[src/rtl/fd_stage.sv]
// fd_stage: F/D pipeline register plus branch/jump resolution in decode.
// Ports: clk, reset (sync, active-high), pause (hold F/D register),
//   F_PC/F_ins (from fetch), D_rs_val/D_rt_val (forwarded operands),
//   D_PC/D_ins/D_valid (F/D register), branch/DnPC (redirect to fetch).
// Optional: define BRANCH_LIKELY_EN to add beql/bnel with delay-slot
//   nullification on the not-taken path.
module fd_stage #(
    parameter logic [31:0] RESET_PC = 32'h0000_3000
) (
    input  logic        clk,
    input  logic        reset,
    input  logic        pause,
    input  logic [31:0] F_PC,
    input  logic [31:0] F_ins,
    input  logic [31:0] D_rs_val,
    input  logic [31:0] D_rt_val,
    output logic [31:0] D_PC,
    output logic [31:0] D_ins,
    output logic        D_valid,
    output logic        branch,
    output logic [31:0] DnPC
);

    localparam logic [5:0] OP_SPECIAL = 6'b000000;
    localparam logic [5:0] OP_REGIMM  = 6'b000001;
    localparam logic [5:0] OP_J       = 6'b000010;
    localparam logic [5:0] OP_JAL     = 6'b000011;
    localparam logic [5:0] OP_BEQ     = 6'b000100;
    localparam logic [5:0] OP_BNE     = 6'b000101;
    localparam logic [5:0] OP_BLEZ    = 6'b000110;
    localparam logic [5:0] OP_BGTZ    = 6'b000111;
`ifdef BRANCH_LIKELY_EN
    localparam logic [5:0] OP_BEQL    = 6'b010100;
    localparam logic [5:0] OP_BNEL    = 6'b010101;
`endif
    localparam logic [5:0] FN_JR      = 6'b001000;
    localparam logic [5:0] FN_JALR    = 6'b001001;

    logic [31:0] d_pc_q, d_pc_d;
    logic [31:0] d_ins_q, d_ins_d;
    logic        d_valid_q, d_valid_d;

    logic [5:0]  op;
    logic [4:0]  rt;
    logic [5:0]  funct;
    logic [15:0] imm16;
    logic [25:0] imm26;
    logic [31:0] pc4;
    logic [31:0] br_tgt;
    logic [31:0] j_tgt;
    logic        rs_eq_rt;
    logic        rs_zero;
    logic        rs_neg;
    logic        taken;
    logic [31:0] tgt;
    logic        likely;
    logic        nullify;

    // Decode and resolve from the F/D register contents.
    always_comb begin
        op       = d_ins_q[31:26];
        rt       = d_ins_q[20:16];
        funct    = d_ins_q[5:0];
        imm16    = d_ins_q[15:0];
        imm26    = d_ins_q[25:0];
        pc4      = d_pc_q + 32'd4;
        br_tgt   = pc4 + {{14{imm16[15]}}, imm16, 2'b00};
        j_tgt    = {pc4[31:28], imm26, 2'b00};
        rs_eq_rt = (D_rs_val == D_rt_val);
        rs_zero  = (D_rs_val == 32'd0);
        rs_neg   = D_rs_val[31];
        taken    = 1'b0;
        tgt      = br_tgt;
        likely   = 1'b0;

        case (op)
            OP_BEQ:  taken = rs_eq_rt;
            OP_BNE:  taken = !rs_eq_rt;
            OP_BLEZ: taken = rs_neg || rs_zero;
            OP_BGTZ: taken = !rs_neg && !rs_zero;
            OP_REGIMM: begin
                if (rt == 5'b00001)
                    taken = !rs_neg;
                else if (rt == 5'b00000)
                    taken = rs_neg;
            end
            OP_J, OP_JAL: begin
                taken = 1'b1;
                tgt   = j_tgt;
            end
            OP_SPECIAL: begin
                if (funct == FN_JR || funct == FN_JALR) begin
                    taken = 1'b1;
                    tgt   = D_rs_val;
                end
            end
`ifdef BRANCH_LIKELY_EN
            OP_BEQL: begin
                taken  = rs_eq_rt;
                likely = 1'b1;
            end
            OP_BNEL: begin
                taken  = !rs_eq_rt;
                likely = 1'b1;
            end
`endif
            default: taken = 1'b0;
        endcase

        branch  = d_valid_q && taken;
        DnPC    = branch ? tgt : (d_pc_q + 32'd8);
        // A not-taken likely branch squashes its delay slot on entry to D.
        nullify = d_valid_q && likely && !taken;
    end

    // Next-state for the F/D register; reset is applied in the flop.
    always_comb begin
        d_pc_d    = d_pc_q;
        d_ins_d   = d_ins_q;
        d_valid_d = d_valid_q;
        if (!pause) begin
            d_pc_d = F_PC;
            if (nullify) begin
                d_ins_d   = 32'd0;
                d_valid_d = 1'b0;
            end else begin
                d_ins_d   = F_ins;
                d_valid_d = 1'b1;
            end
        end
    end

    always_ff @(posedge clk) begin
        if (reset) begin
            d_pc_q    <= RESET_PC;
            d_ins_q   <= 32'd0;
            d_valid_q <= 1'b0;
        end else begin
            d_pc_q    <= d_pc_d;
            d_ins_q   <= d_ins_d;
            d_valid_q <= d_valid_d;
        end
    end

    assign D_PC    = d_pc_q;
    assign D_ins   = d_ins_q;
    assign D_valid = d_valid_q;

endmodule
[config.mk]
export PLATFORM = sky130hd
export DESIGN_NAME = fd_stage
export DESIGN_NICKNAME = d
export VERILOG_FILES = /design/src/rtl/fd_stage.sv
export SDC_FILE = /design/constraint.sdc
export NUM_CORES = 1
export LEC_CHECK = 0
export CAP_MARGIN = 25
export CORE_MARGIN = 1
export CORE_UTILIZATION = 47
export CTS_CLUSTER_DIAMETER = 60
export DETAILED_ROUTE_END_ITERATION = 10
export PLACE_DENSITY = 0.93
export SYNTH_ARGS = -nofsm -noshare
export SYNTH_HDL_FRONTEND = slang
export SYNTH_SLANG_ARGS = --single-unit
[constraint.sdc]
create_clock -name clk -period 6.7 [get_ports clk]
set_input_delay 2.01 -clock clk [delete_from_list [all_inputs] [get_ports clk]]
set_output_delay 2.01 -clock clk [all_outputs]
set_load 0.05 [all_outputs]
# Word-level counts from Yosys, hierarchy flattened
# Index checks and enable logic that the tools add are counted.
# classes
addsub,3
eq_ne,11
n_mux,7
reduce_logical,11
# ops
op,count
$mux W32,2
$pmux W32 S2,1
$add A32 B3 Y32 const B,1
$add A32 B32 Y32,1
$add A32 B4 Y32 const B,1
$eq A32 B32 Y1,1
$logic_not A32 Y1,1
$eq A6 B3 Y1 const B,4
$eq A6 B2 Y1 const B,2
$eq A6 B4 Y1 const B,2
$pmux W1 S7,1
$eq A6 B1 Y1 const B,1
$logic_not A6 Y1,1
$eq A5 B1 Y1 const B,1
$logic_not A5 Y1,1
$logic_not A1 Y1,3
$mux W1,3
$logic_and A1 B1 Y1,2
$logic_or A1 B1 Y1,2
$reduce_or A2 Y1,1
# totals
reg_bits,65
out_inout_bits,98
elab_cells,35

# Depth between registers and ports, before layout
# logic_depth
depth_word,6
ltp_mapped,17
depth_no_buf,16

# Least setup slack after synthesis
# No wires, ideal clock.
# synth_timing
kind,register -> output
from,reg d_pc_q[3] (netlist: D_PC[3])
to,out DnPC[21]
arrival_ns,4.988
required_ns,4.690
path_slack_ns,-0.298
path_stages_with_launch,16
path_cell_list,dfxtp_1 ha_1 and3_1 and2_1 and3_1 and3_1 nand2_1 xnor2_1 ha_1 and3_1 nand2_1 a21oi_1 o21ai_1 o21ai_0 mux2i_1 o41ai_1
# synth_via
elab_chain_len,5
word_cells_on_any_way,6
# synth_lines
element,line,rtl
"start, declared",39,"logic [31:0] d_pc_q, d_pc_d;"
"start signal, assigned",139,d_pc_q <= d_pc_d;
$add A32 B3 Y32,66,pc4 = d_pc_q + 32'd4;
$add A32 B32 Y32,67,"br_tgt = pc4 + {{14{imm16[15]}}, imm16, 2'b00};"
$mux W32,92,if (funct == FN_JR || funct == FN_JALR) begin
$pmux W32 S2,76,case (op)
$mux W32 *,111,DnPC = branch ? tgt : (d_pc_q + 32'd8);
"end, declared",21,output logic [31:0] DnPC
# Every way passes the cells marked *; elsewhere a longest branch is shown, timed or not.

# Final worst setup path
# layout_timing
from,in D_rs_val[2]
to,out DnPC[2]
# layout_via
elab_chain_len,6
word_cells_on_any_way,11
# layout_lines
element,line,rtl
"start, declared",15,"input logic [31:0] D_rs_val,"
$logic_not A32 Y1,70,rs_zero = (D_rs_val == 32'd0);
$logic_not A1 Y1,80,OP_BGTZ: taken = !rs_neg && !rs_zero;
$logic_and A1 B1 Y1,80,
$pmux W1 S7,76,
$logic_and A1 B1 Y1,110,branch = d_valid_q && taken;
$mux W32 *,111,
# Marks and branches as above.

==> results.cfg <==
[sta]
finalCriticalPeriod_ns = 6.64
skew_ns = 0
setup_ws_ns = 0.0595
slew_headroom_pct = 27.1
final.period_utilization_pct = 99.1
worst_pin_slew_ns = 1.09
setup_viol = 0
fmax_ghz = 0.151
drv_slew = 0
hold_ws_ns = 0.468
finalHoldViolations = 0

[placement]
io_buffer_count = 228
gp_congestion = 1.00
dp_hpwl_mm = 19.8
post-place-ws_ns = -0.354

[setup_path]
crit_arrival_ns = 4.63
required_ns = 4.69
max_stage_delay_ns = 0.40
critPathKind = input pin to output port
worst_r2r_endpoint = D_ins[15]
cp-start-kind = input pin
r2r_start = D_ins[15]
cp_cell_sequence = dlygate4sd2_1 > xnor2_2 > nand4_1 > nor4_2 > a21oi_1 > or3b_4 > a41oi_4 > buf_12 > inv_6 > o21ai_0 > buf_12
cp_max_fo = 7
crit_path_end_kind = output port
reg2reg_slack_ns = 5.40
crit_slowest_cell = or3b_4
cp_common_cell = buf_12
crit_path_start = D_rs_val[2]
crit_end = DnPC[2]
reg2reg_depth = 2

[global_routing]
antenna_found_initial = 0
grt_pass1_wl_mm = 39.2
grt_pass1_vias = 7252
grt_max_degree = 68
gr-total-overflow = 0
groute.usage.overall_pct = 35.5

[yosys]
synthesis.area_sq_um = 6420
synth_nets = 1008
synth_edf_count = 0
synth_top_cells_by_area = dfxtp_1 20%, mux2i_1 11%, xnor2_1 11%
synth-async-reset-ratio_pct = 0
synthCells = 840
yosysWarnings = 0
ys_types = 71
synth_top_area_share_pct = 20.3
ys_seq_area_share_pct = 20.3
synth_area_per_cell_sq_um = 7.65
synth_seq_cells = 65
ys.flop_type = dfxtp_1
yosys.area.top_type = dfxtp_1
synth_commonest_cells = 120 x nor2_1, 78 x xnor2_1, 70 x nand2_1
synth.most_common_cell = nor2_1

[clocking]
clock_latency_ns = 0.34
cts_buffer_depth = 2
clk_pin_slew_ns = 0.06
cts_tree = yes
numCtsBuffers = 9
clkSinkCount = 65
cts_hold_buffers = 0
root_buffer = clkbuf_16
htree_levels = 3

[min_path]
hold_path.class = register to register

[finish]
syn_to_final_growth_pct = 54.5
final_nets = 1253
final_layout_size_suffix_gt1_share_pct = 13.1
diodes = 0

[route]
vias = 7628
wl_per_cell_microns = 20.2
routed_wl_mm = 25.5
firstDrtPassIters = 5
drtIter0Drc = 985
drc = 0
postRouteAntennaNets = 0
vias_per_cell = 6.03

[power_and_ir_drop]
pwr_density_cell_nw_per_um2 = 163
peakVddDrop_mv = 0.127
power_leakage_nw = 4.37
power.total_mw = 1.61

[floorplan]
num_rows = 42
die_w_microns = 119
core_sq_um = 13300
initial_core_util_pct = 48.3
io_pins = 229
die_h_microns = 119
die_area_sq_um = 14100

[run_status]
status = completed

[job]
max-cap-violations = 0
## metal layers
metal | global-route usage [%] | vias up | routed length (microns)
li1 | - | 3543 | -
met1 | 44.0 | 3570 | 10300
met2 | 60.7 | 444 | 12100
met3 | 7.71 | 71 | 2440
met4 | 11.9 | 0 | 785
met5 | 0 | - | 0
## per-stage QoR
step / TNS (ns) / utilization, % / instance area [sq um] / std cells
finish: 0 / 74.6 / 9920 / 1265
global route: -0.0291 / 74.6 / 9920 / 1265
CTS: -0.0115 / 73.5 / 9780 / 1262
detailed placement: -9.27 / 70.5 / 9370 / 1245
global placement: -4.34 / 70.3 / 9350 / 1244
floorplan: -0.135 / - / 6430 / 840
## sequential cells by signal, indices dropped and copies added, names as in the netlist
register and count:
D_PC 32, D_ins 32, D_valid 1
## report_power, final
| group | switching, mW | internal (mW) | leakage [nW] |
|---|---|---|---|
| clock network | 0.173 | 0.278 | 0.138 |
| registers | 0.0428 | 0.411 | 0.537 |
| logic | 0.400 | 0.309 | 3.69 |
| total | 0.615 | 0.997 | 4.37 |
## worst min-delay path by stage
stage                     startpoint  endpoint  slack [ns]  cells after the start
after floorplan              D_valid   D_valid        0.67                      2
after global placement       D_valid   D_valid        0.45                      2
after detailed placement     D_valid   D_valid        0.45                      2
after CTS                    D_valid   D_valid        0.46                      2
after global routing         D_valid   D_valid        0.49                      2
final                        D_valid   D_valid        0.47                      2
## repair_timing
item                                    CTS  global route
pin swaps                                28            28
setup buffers                             1             1
cloned                                    1             1
gates resized for setup                  71            32
endpoints found under the setup margin   33            32
## cells by family (layout without fill, tap and decap cells)
family          after synthesis  in the layout  share of synthesized area (%)
buf+inv                      64            313                           4.17
flops                        65             65                           20.3
compound gates              184            184                           19.8
fa+ha+maj                    37             37                           7.33
mux                          70             70                           10.9
xor+xnor                    106            106                           14.5
simple gates                314            314                           23.0
## placed cells by master, fill, tap and decap left out, types with 9 or more instances in the layout
master / instances
nand2_1: 70
nor4_1: 9
xor2_1: 28
dfxtp_1: 65
nand3_1: 28
ha_1: 36
nor2_1: 119
a21oi_1: 41
o21ai_0: 24
dlymetal6s2s_1: 17
buf_4: 55
o22ai_1: 10
clkdlybuf4s50_1: 136
buf_12: 31
xnor2_1: 73
dlygate4sd2_1: 38
nor3_1: 10
a21o_1: 14
mux2i_1: 68
nand4_1: 19
inv_1: 12
and3_1: 19
clkbuf_16: 10
a31oi_1: 9
## critical path: cells and delay by family
family,cells,cell delay (ns)
AND/OR/NAND/NOR,3,0.92
AO/OA/AOI/OAI,3,0.75
buffers and inverters,4,0.73
XOR/XNOR,1,0.20
## final cells by class
type | count | area [sq um]
clock buffer | 13 | 270
clock inverter | 2 | 12.5
fill | 960 | 3380
inverter | 14 | 57.6
multi-input combinational | 711 | 5040
sequential | 65 | 1300
tap | 176 | 220
timing repair buffer | 284 | 3020
Power figures use the tool's default switching activity.
